File: config.mk
export PLATFORM = sky130hd
export DESIGN_NAME = pwm_core_flat
export DESIGN_NICKNAME = d
export VERILOG_FILES = /design/src/rtl/pwm_pkg.sv /design/src/rtl/pwm_if.sv /design/src/rtl/pwm_shadow.sv /design/src/rtl/pwm_core.sv /design/src/flat_wrapper.sv
export SDC_FILE = /design/constraint.sdc
export NUM_CORES = 1
export LEC_CHECK = 0
export CORE_ASPECT_RATIO = 1.2
export CORE_MARGIN = 2
export CORE_UTILIZATION = 57
export DETAILED_ROUTE_END_ITERATION = 16
export PLACE_DENSITY = 0.8
export RECOVER_POWER = 50
export SLEW_MARGIN = 20
export SYNTH_ARGS = -nofsm -noshare
export SYNTH_HDL_FRONTEND = slang
export SYNTH_HIERARCHICAL = 1
export SYNTH_SLANG_ARGS = --single-unit
File: constraint.sdc
create_clock -name clk -period 3.6 [get_ports clk]
set_input_delay 0.72 -clock clk [delete_from_list [all_inputs] [get_ports clk]]
set_output_delay 0.72 -clock clk [all_outputs]
set_load 0.01 [all_outputs]
File: src/rtl/pwm_pkg.sv
// Shared types and defaults for the PWM generator.
package pwm_pkg;

  localparam int PWM_WIDTH_DEF = 8;

  typedef enum logic [1:0] {
    IDLE  = 2'd0,
    RUN   = 2'd1,
    DRAIN = 2'd2
  } pwm_state_t;

endpackage

File: src/rtl/pwm_if.sv
// Control/status bundle between the PWM controller (master) and pwm_core (slave).
interface pwm_if import pwm_pkg::*; #(
  parameter int WIDTH = PWM_WIDTH_DEF
);

  logic             enable;
  logic             load;
  logic [WIDTH-1:0] period;
  logic [WIDTH-1:0] duty;
  logic             pwm_out;
  logic             period_end;
  logic             busy;

  modport master (
    output enable, load, period, duty,
    input  pwm_out, period_end, busy
  );

  modport slave (
    input  enable, load, period, duty,
    output pwm_out, period_end, busy
  );

endinterface

File: src/rtl/pwm_shadow.sv
// Active period/duty registers for pwm_core.
// With PWM_SHADOW_EN defined, loads while running are parked in pending
// registers and only become active at the next period wrap, so a period is
// never cut short. Without it, loads hit the active registers immediately.
module pwm_shadow import pwm_pkg::*; #(
  parameter int WIDTH = PWM_WIDTH_DEF
) (
  input  logic             clk,
  input  logic             reset,
  input  logic             load_i,
  input  logic             idle_i,
  input  logic             wrap_i,
  input  logic [WIDTH-1:0] period_i,
  input  logic [WIDTH-1:0] duty_i,
  output logic [WIDTH-1:0] period_act_o,
  output logic [WIDTH-1:0] duty_act_o
);

  logic [WIDTH-1:0] period_act_q;
  logic [WIDTH-1:0] duty_act_q;

`ifdef PWM_SHADOW_EN
  logic [WIDTH-1:0] period_pend_q;
  logic [WIDTH-1:0] duty_pend_q;
  logic             pend_valid_q;

  // Load goes straight to active when idle or exactly at a wrap; otherwise it
  // is held pending (last load wins) and promoted at the next wrap.
  always_ff @(posedge clk or posedge reset) begin
    // NOTE: every register here is state, so all updates are non-blocking to
    // avoid ordering races against the readers in pwm_core.
    if (reset) begin
      period_act_q  <= '0;
      duty_act_q    <= '0;
      period_pend_q <= '0;
      duty_pend_q   <= '0;
      pend_valid_q  <= 1'b0;
    end else if (load_i && (idle_i || wrap_i)) begin
      period_act_q <= period_i;
      duty_act_q   <= duty_i;
      pend_valid_q <= 1'b0;
    end else if (load_i) begin
      period_pend_q <= period_i;
      duty_pend_q   <= duty_i;
      pend_valid_q  <= 1'b1;
    end else if (pend_valid_q && (idle_i || wrap_i)) begin
      period_act_q <= period_pend_q;
      duty_act_q   <= duty_pend_q;
      pend_valid_q <= 1'b0;
    end
  end
`else
  // Timing context is irrelevant when loads apply immediately.
  logic shadow_unused;
  assign shadow_unused = idle_i | wrap_i;

  // Load writes the active registers on the same edge (a runt pulse is possible).
  always_ff @(posedge clk or posedge reset) begin
    if (reset) begin
      period_act_q <= '0;
      duty_act_q   <= '0;
    end else if (load_i) begin
      period_act_q <= period_i;
      duty_act_q   <= duty_i;
    end
  end
`endif

  assign period_act_o = period_act_q;
  assign duty_act_o   = duty_act_q;

endmodule

File: src/rtl/pwm_core.sv
// Registered PWM generator: IDLE/RUN/DRAIN FSM, period counter and duty compare.
// Period is P+1 cycles, high time D cycles (saturating at P+1). pwm_out and
// period_end lag the counter by one cycle. Define PWM_SHADOW_EN for
// double-buffered period/duty updates (see pwm_shadow).
module pwm_core import pwm_pkg::*; #(
  parameter int WIDTH = PWM_WIDTH_DEF
) (
  input  logic clk,
  input  logic reset,
  pwm_if.slave bus
);

  pwm_state_t       state_q;
  logic [WIDTH-1:0] cnt_q;
  logic             pwm_q;
  logic             period_end_q;
  logic             busy_q;
  logic [WIDTH-1:0] period_act;
  logic [WIDTH-1:0] duty_act;
  logic             run_st;
  logic             wrap;

  assign run_st = (state_q != IDLE);
  // >= lets the counter recover in one cycle if the period shrinks below it.
  assign wrap   = run_st && (cnt_q >= period_act);

  pwm_shadow #(.WIDTH(WIDTH)) u_shadow (
    .clk          (clk),
    .reset        (reset),
    .load_i       (bus.load),
    .idle_i       (!run_st),
    .wrap_i       (wrap),
    .period_i     (bus.period),
    .duty_i       (bus.duty),
    .period_act_o (period_act),
    .duty_act_o   (duty_act)
  );

  // FSM, counter and registered outputs in one clocked process.
  always_ff @(posedge clk or posedge reset) begin
    if (reset) begin
      state_q      <= IDLE;
      cnt_q        <= '0;
      pwm_q        <= 1'b0;
      period_end_q <= 1'b0;
      busy_q       <= 1'b0;
    end else begin
      pwm_q        <= run_st && (cnt_q < duty_act);
      period_end_q <= wrap;
      cnt_q        <= (run_st && !wrap) ? cnt_q + WIDTH'(1'b1) : '0;
      // busy rises with the state but falls one cycle after it, so it drops
      // together with the last registered pwm_out/period_end of the run.
      case (state_q)
        IDLE: begin
          busy_q <= bus.enable;
          if (bus.enable) state_q <= RUN;
        end
        RUN, DRAIN: begin
          busy_q <= 1'b1;
          // Dropping enable exactly at a wrap ends the run: that period is done.
          if (bus.enable)  state_q <= RUN;
          else if (wrap)   state_q <= IDLE;
          else             state_q <= DRAIN;
        end
        default: begin
          state_q <= IDLE;
          busy_q  <= 1'b0;
        end
      endcase
    end
  end

  assign bus.pwm_out    = pwm_q;
  assign bus.period_end = period_end_q;
  assign bus.busy       = busy_q;

endmodule
File: src/flat_wrapper.sv
// flat-port wrapper written by rule: the top's interface ports become plain ports
module pwm_core_flat import pwm_pkg::*;
#(
  parameter int WIDTH = PWM_WIDTH_DEF
)
  (clk, reset, bus_enable, bus_load, bus_period, bus_duty, bus_pwm_out, bus_period_end, bus_busy);
  pwm_if #(.WIDTH(WIDTH)) bus_i ();
  input  logic clk;
  input  logic reset;
  input wire logic [$bits(bus_i.enable)-1:0] bus_enable;
  input wire logic [$bits(bus_i.load)-1:0] bus_load;
  input wire logic [$bits(bus_i.period)-1:0] bus_period;
  input wire logic [$bits(bus_i.duty)-1:0] bus_duty;
  output wire logic [$bits(bus_i.pwm_out)-1:0] bus_pwm_out;
  output wire logic [$bits(bus_i.period_end)-1:0] bus_period_end;
  output wire logic [$bits(bus_i.busy)-1:0] bus_busy;
  assign bus_i.enable = bus_enable;
  assign bus_i.load = bus_load;
  assign bus_i.period = bus_period;
  assign bus_i.duty = bus_duty;
  assign bus_pwm_out = bus_i.pwm_out;
  assign bus_period_end = bus_i.period_end;
  assign bus_busy = bus_i.busy;
  pwm_core #(.WIDTH(WIDTH)) u_core (.clk(clk), .reset(reset), .bus(bus_i));
endmodule
### Word-level counts from Yosys, hierarchy flattened

Cells that the tools add are included.

| word-level totals | value |
|---|---|
| register bits after elaboration | 29 |
| logic and storage cells | 26 |
| memory bits (writable) | 0 |
| memories kept | 0 |
| output and inout bits | 3 |
| ROM bits | 0 |
| latch bits | 0 |
| bits of input ports | 20 |

| operators by class | value |
|---|---|
| bitwise operators | 0 |
| order comparisons | 2 |
| equal/unequal tests | 3 |
| multiply operators | 0 |
| $add $sub $neg | 1 |
| reduce and logical (&&, ||, !) cells | 7 |
| shift operators | 0 |
| divide/modulo/power cells | 0 |
| mux-type cells | 6 |

Operators with widths:

| kind | count |
|---|---|
| $add A8 B1 Y8 const B | 1 |
| $ge A8 B8 Y1 | 1 |
| $lt A8 B8 Y1 | 1 |
| $mux W8 | 1 |
| $mux W2 | 3 |
| $pmux W2 S2 | 1 |
| $logic_and A1 B1 Y1 | 3 |
| $eq A2 B1 Y1 const B | 1 |
| $eq A2 B2 Y1 const B | 1 |
| $logic_not A2 Y1 | 1 |
| $ne A2 B2 Y1 const B | 1 |
| $pmux W1 S2 | 1 |
| $reduce_bool A2 Y1 | 1 |
| $reduce_or A2 Y1 | 1 |
| $logic_not A1 Y1 | 1 |

### Logic depth before layout (Yosys ltp)

| depth | value |
|---|---|
| depth after elaboration | 5 |
| gate-level depth with buffers | 6 |
| depth with buffers taken out | 6 |

### Hierarchy

Netlist, hierarchy kept.

By module, submodules not included:

| module | cells an instance | area an instance (sq um) | sequential area each (sq um) | instances |
|---|---|---|---|---|
| pwm_core | 100 | 939.7 | 325.3 | 1 |
| pwm_shadow | 35 | 653.1 | 400.4 | 1 |

### Worst setup path before layout

Ideal clock, no wire load.

| path | value |
|---|---|
| path type | reg2reg |
| start point | register u_core.cnt_q[6] |
| end point | register u_core.cnt_q[1] |
| setup time | 0.066 ns |
| cell stages (with the launch flop) | 6 |
| setup slack | 2.037 ns |
| required time | 3.534 ns |
| path buffers | 0 |
| period minus slack after synthesis | 1.563 ns |
| data arrival time | 1.497 ns |
| cells stage by stage | dfrtp_1 ha_1 a21o_1 a221oi_2 o21a_1 and3_1 |

| between the ends | value |
|---|---|
| cells in the longest elaborated chain, start to end | 5 |

Ends and longest elaborated chain:

| what | RTL line | text |
|---|---|---|
| start: declaration | pwm_core.sv:14 | `logic [WIDTH-1:0] cnt_q;` |
| start signal: assignment | pwm_core.sv:50 | `cnt_q <= (run_st && !wrap) ? cnt_q + WIDTH'(1'b1) : '0;` |
| $ge A8 B8 Y1 | pwm_core.sv:25 | `assign wrap = run_st && (cnt_q >= period_act);` |
| $logic_and A1 B1 Y1 | pwm_core.sv:25 |  |
| $logic_not A1 Y1 | pwm_core.sv:50 |  |
| $logic_and A1 B1 Y1 | pwm_core.sv:50 |  |
| $mux W8 | pwm_core.sv:50 |  |

Every way passes these cells.
A chain may end at the register's enable or synchronous reset.

### Final worst setup path

| path | value |
|---|---|
| start point | input port bus_load |
| end point | register u_core.u_shadow.duty_act_q[2], in the netlist u_core/u_shadow/duty_act_o[2] |

RTL lines:

| what | RTL line | text |
|---|---|---|
| start: declaration | flat_wrapper.sv:11 | `input wire logic [$bits(bus_i.load)-1:0] bus_load;` |
| end signal: assignment | pwm_shadow.sv:64 | `duty_act_q <= duty_i;` |
| end: declaration | pwm_shadow.sv:20 | `logic [WIDTH-1:0] duty_act_q;` |

No word-level cell between the ends.

==> results.cfg <==
[run_status]
status = finished clean

[yosys]
synth_area_per_cell_um2 = 11.8
yosysUniqueCellTypes = 29
ys_seq_area_frac = 0.456
syn-cell-area_mm2 = 0.00159
synth_seq_cells = 29
netlist_instances = 135
syn-num-nets = 173
ys.warnings.count = 6

[critical_path]
cp.buffers_inverters = 1
r2r_start = u_core/cnt_q[5]
cpPeakStageDelay_ns = 1.06
cp-start-kind = input port
endpoint_kind = flop
worst_path_max_delay_cell = clkdlybuf4s50_1
cpLargestDelayFamily = buffers and inverters
critPathKind = input port to flop
critPathRequiredTime_ns = 3.80
path_cells = clkdlybuf4s50_1 -> mux2_2
cp_max_fo = 16
arrival_ns = 2.21
crit_start = bus_load

[timing]
slew_violations = 0
hold_violations = 0
holdWs_ns = 0.517
period_share = 0.557
skew_ns = 0.00683
slew_headroom = 0.396
tns_ns = 0
fmaxAchievable_mhz = 499
tightest_slew_ns = 0.903
finalSetupViolCount = 0
period_needed_ns = 2.00
rsz0062_at_grt = false

[clock_tree]
cts_buffers = 5
clk_pin_slew_ns = 0.08
post_cts_buffers = 0
h-tree-depth = 2
clock-sinks = 29
cts-resized-gates = 0
cts_tree = built
insertion_delay_ns = 0.32
holdBufCountCts = 0
clock-root-buffer = clkbuf_4
cts_buffer_depth = 2

[place]
dpl.cell_count = 189
gp_congestion = 0.845
portBuffers = 22
place_hpwl_um = 2330

[global_routing]
grt_pass1_wl_um = 4930
grt_pass1_vias = 1185
busiest_layer = met2
antenna_found_initial = 0
grt.overflow.total = 0
grt_max_degree = 17
grt.met3_usage = 0.0789
gr-usage-all-layers = 0.215
grtUsageMet1 = 0.229
gr-usage-met2 = 0.391

[layout]
multiInputGateArea_um2 = 757
ff_latch_area_um2 = 726
drive_above_1_share = 0.153
fin_cells = 197
area_growth_pct = 17.6
diodes = 0
nFillCells = 231
nets = 200

[floorplan]
start_util = 0.583
rows = 21
die_y_um = 61.9
pin_count = 23
die_w_um = 52.3
core-area_mm2 = 0.00273
dieArea_mm2 = 0.00323

[drt]
postRouteAntennaNets = 0
drtPass1Iterations = 4
vias_per_cell = 5.49
vias = 1081
drc = 0
drt_iter0_drc = 15
wl_per_cell_um = 15.1
finalWirelength_um = 2980

[worst_hold_path]
hp-start = u_core/u_shadow/period_act_o[5]
hold_class = flop to flop

[pwr]
total_power_mw = 0.918
vdd_drop_max_v = 0.000359
power_density_mw_per_mm2 = 490
p_leak_nw = 0.996

[run]
cap_violations = 0
-- layer usage --
layer,part of all wire,vias to the layer above
met4,0.014,0
met3,0.041,6
met1,0.40,541
li1,-,512
met5,0,-
met2,0.54,22
-- worst register-to-register path, stage by stage, from the launching register on --
cell and delay [ns]:
dfrtp_1 0.46, ha_1 0.32, and3_2 0.23, a221oi_2 0.31, o211ai_2 0.23, nor2_1 0.16
-- power by group --
group | total (mW) | switching, mW | internal, mW
Combinational | 0.308 | 0.152 | 0.156
Sequential | 0.428 | 0.0479 | 0.380
Clock | 0.182 | 0.104 | 0.0776
-- flip-flops by register name (all words and copies together), names as in the netlist --
| name | count |
|---|---|
| u_core/cnt_q | 8 |
| u_core/bus.busy | 1 |
| u_core/u_shadow/duty_act_o | 8 |
| u_core/bus.period_end | 1 |
| u_core/u_shadow/period_act_o | 8 |
| u_core/bus.pwm_out | 1 |
| u_core/state_q | 2 |
-- synthesized netlist by cell type (all sizes together) --
cell type	instances	share of area
xnor2	1	0.0055
nand2b	1	0.0039
buf	2	0.020
ha	18	0.14
a31oi	2	0.0079
a211o	1	0.0055
xor2	5	0.027
o21a	1	0.0047
o21ai	1	0.0031
inv	21	0.049
and3	4	0.016
a21o	3	0.014
a221oi	1	0.0094
a41o	1	0.0063
nor4b	1	0.0055
nor2	10	0.024
a32o	1	0.0071
o31ai	1	0.0047
mux2	16	0.14
nand3	7	0.022
o211ai	1	0.0079
nand2	2	0.0047
a21oi	3	0.0094
dfrtp	29	0.46
nor2b	1	0.0039
or3	1	0.0039
-- cell type report --
| type | count | share of cell area |
|---|---|---|
| inverters | 21 | 0.0421 |
| repair buffers | 22 | 0.118 |
| well taps | 34 | 0.0227 |
| multi-input cells | 83 | 0.404 |
| flip-flops and latches | 29 | 0.387 |
| clock buffers | 8 | 0.0261 |
-- cell usage in the layout, fill, tap and decap left out, types with 2 or more instances in the layout --
cell             netlist  layout
inv_1                 21      21
nand2_1                2       2
clkbuf_4               0       5
xor2_1                 5       5
dlygate4sd3_1          0       2
a21oi_1                3       3
mux2_2                 6       6
nand3_1                7       7
mux2_4                10      10
clkdlybuf4s50_1        0      20
and3_1                 3       3
a21o_1                 3       3
a31oi_1                2       2
clkbuf_1               0       3
ha_1                  18      18
dfrtp_1               29      29
nor2_1                10      10
-- final timing paths --
kind / slack [ns] / endpoint / cells past startpoint
max reg2reg: 1.82 / u_core/cnt_q[5] / 5
min: 0.52 / u_core/u_shadow/period_act_o[5] / 1
min reg2reg: 0.52 / u_core/u_shadow/period_act_o[5] / 1
max: 1.60 / u_core/u_shadow/duty_act_o[2] / 2
min in group asynchronous: 0.87 / u_core/cnt_q[0] / 2
max in group asynchronous: 2.22 / u_core/u_shadow/duty_act_o[4] / 2
-- kinds of logic (layout without fill, tap and decap cells) --
kind of cell	after synthesis	after routing	synth area share
simple gates	27	27	0.0841
compound gates	16	16	0.0801
fa+ha+maj	18	18	0.141
mux	16	16	0.137
xor+xnor	6	6	0.0330
flops	29	29	0.456
buf+inv	23	51	0.0691
-- through the flow --
step / setup slack, ns / area [um2] / utilization
2_1_floorplan: 2.04 / 1590 / -
3_3_place_gp: 1.32 / 1820 / 0.668
3_5_place_dp: 1.27 / 1820 / 0.668
4_1_cts: 1.62 / 1870 / 0.685
5_1_grt: 1.57 / 1870 / 0.685
6_report: 1.60 / 1870 / 0.685
Power figures use the tool's default switching activity.
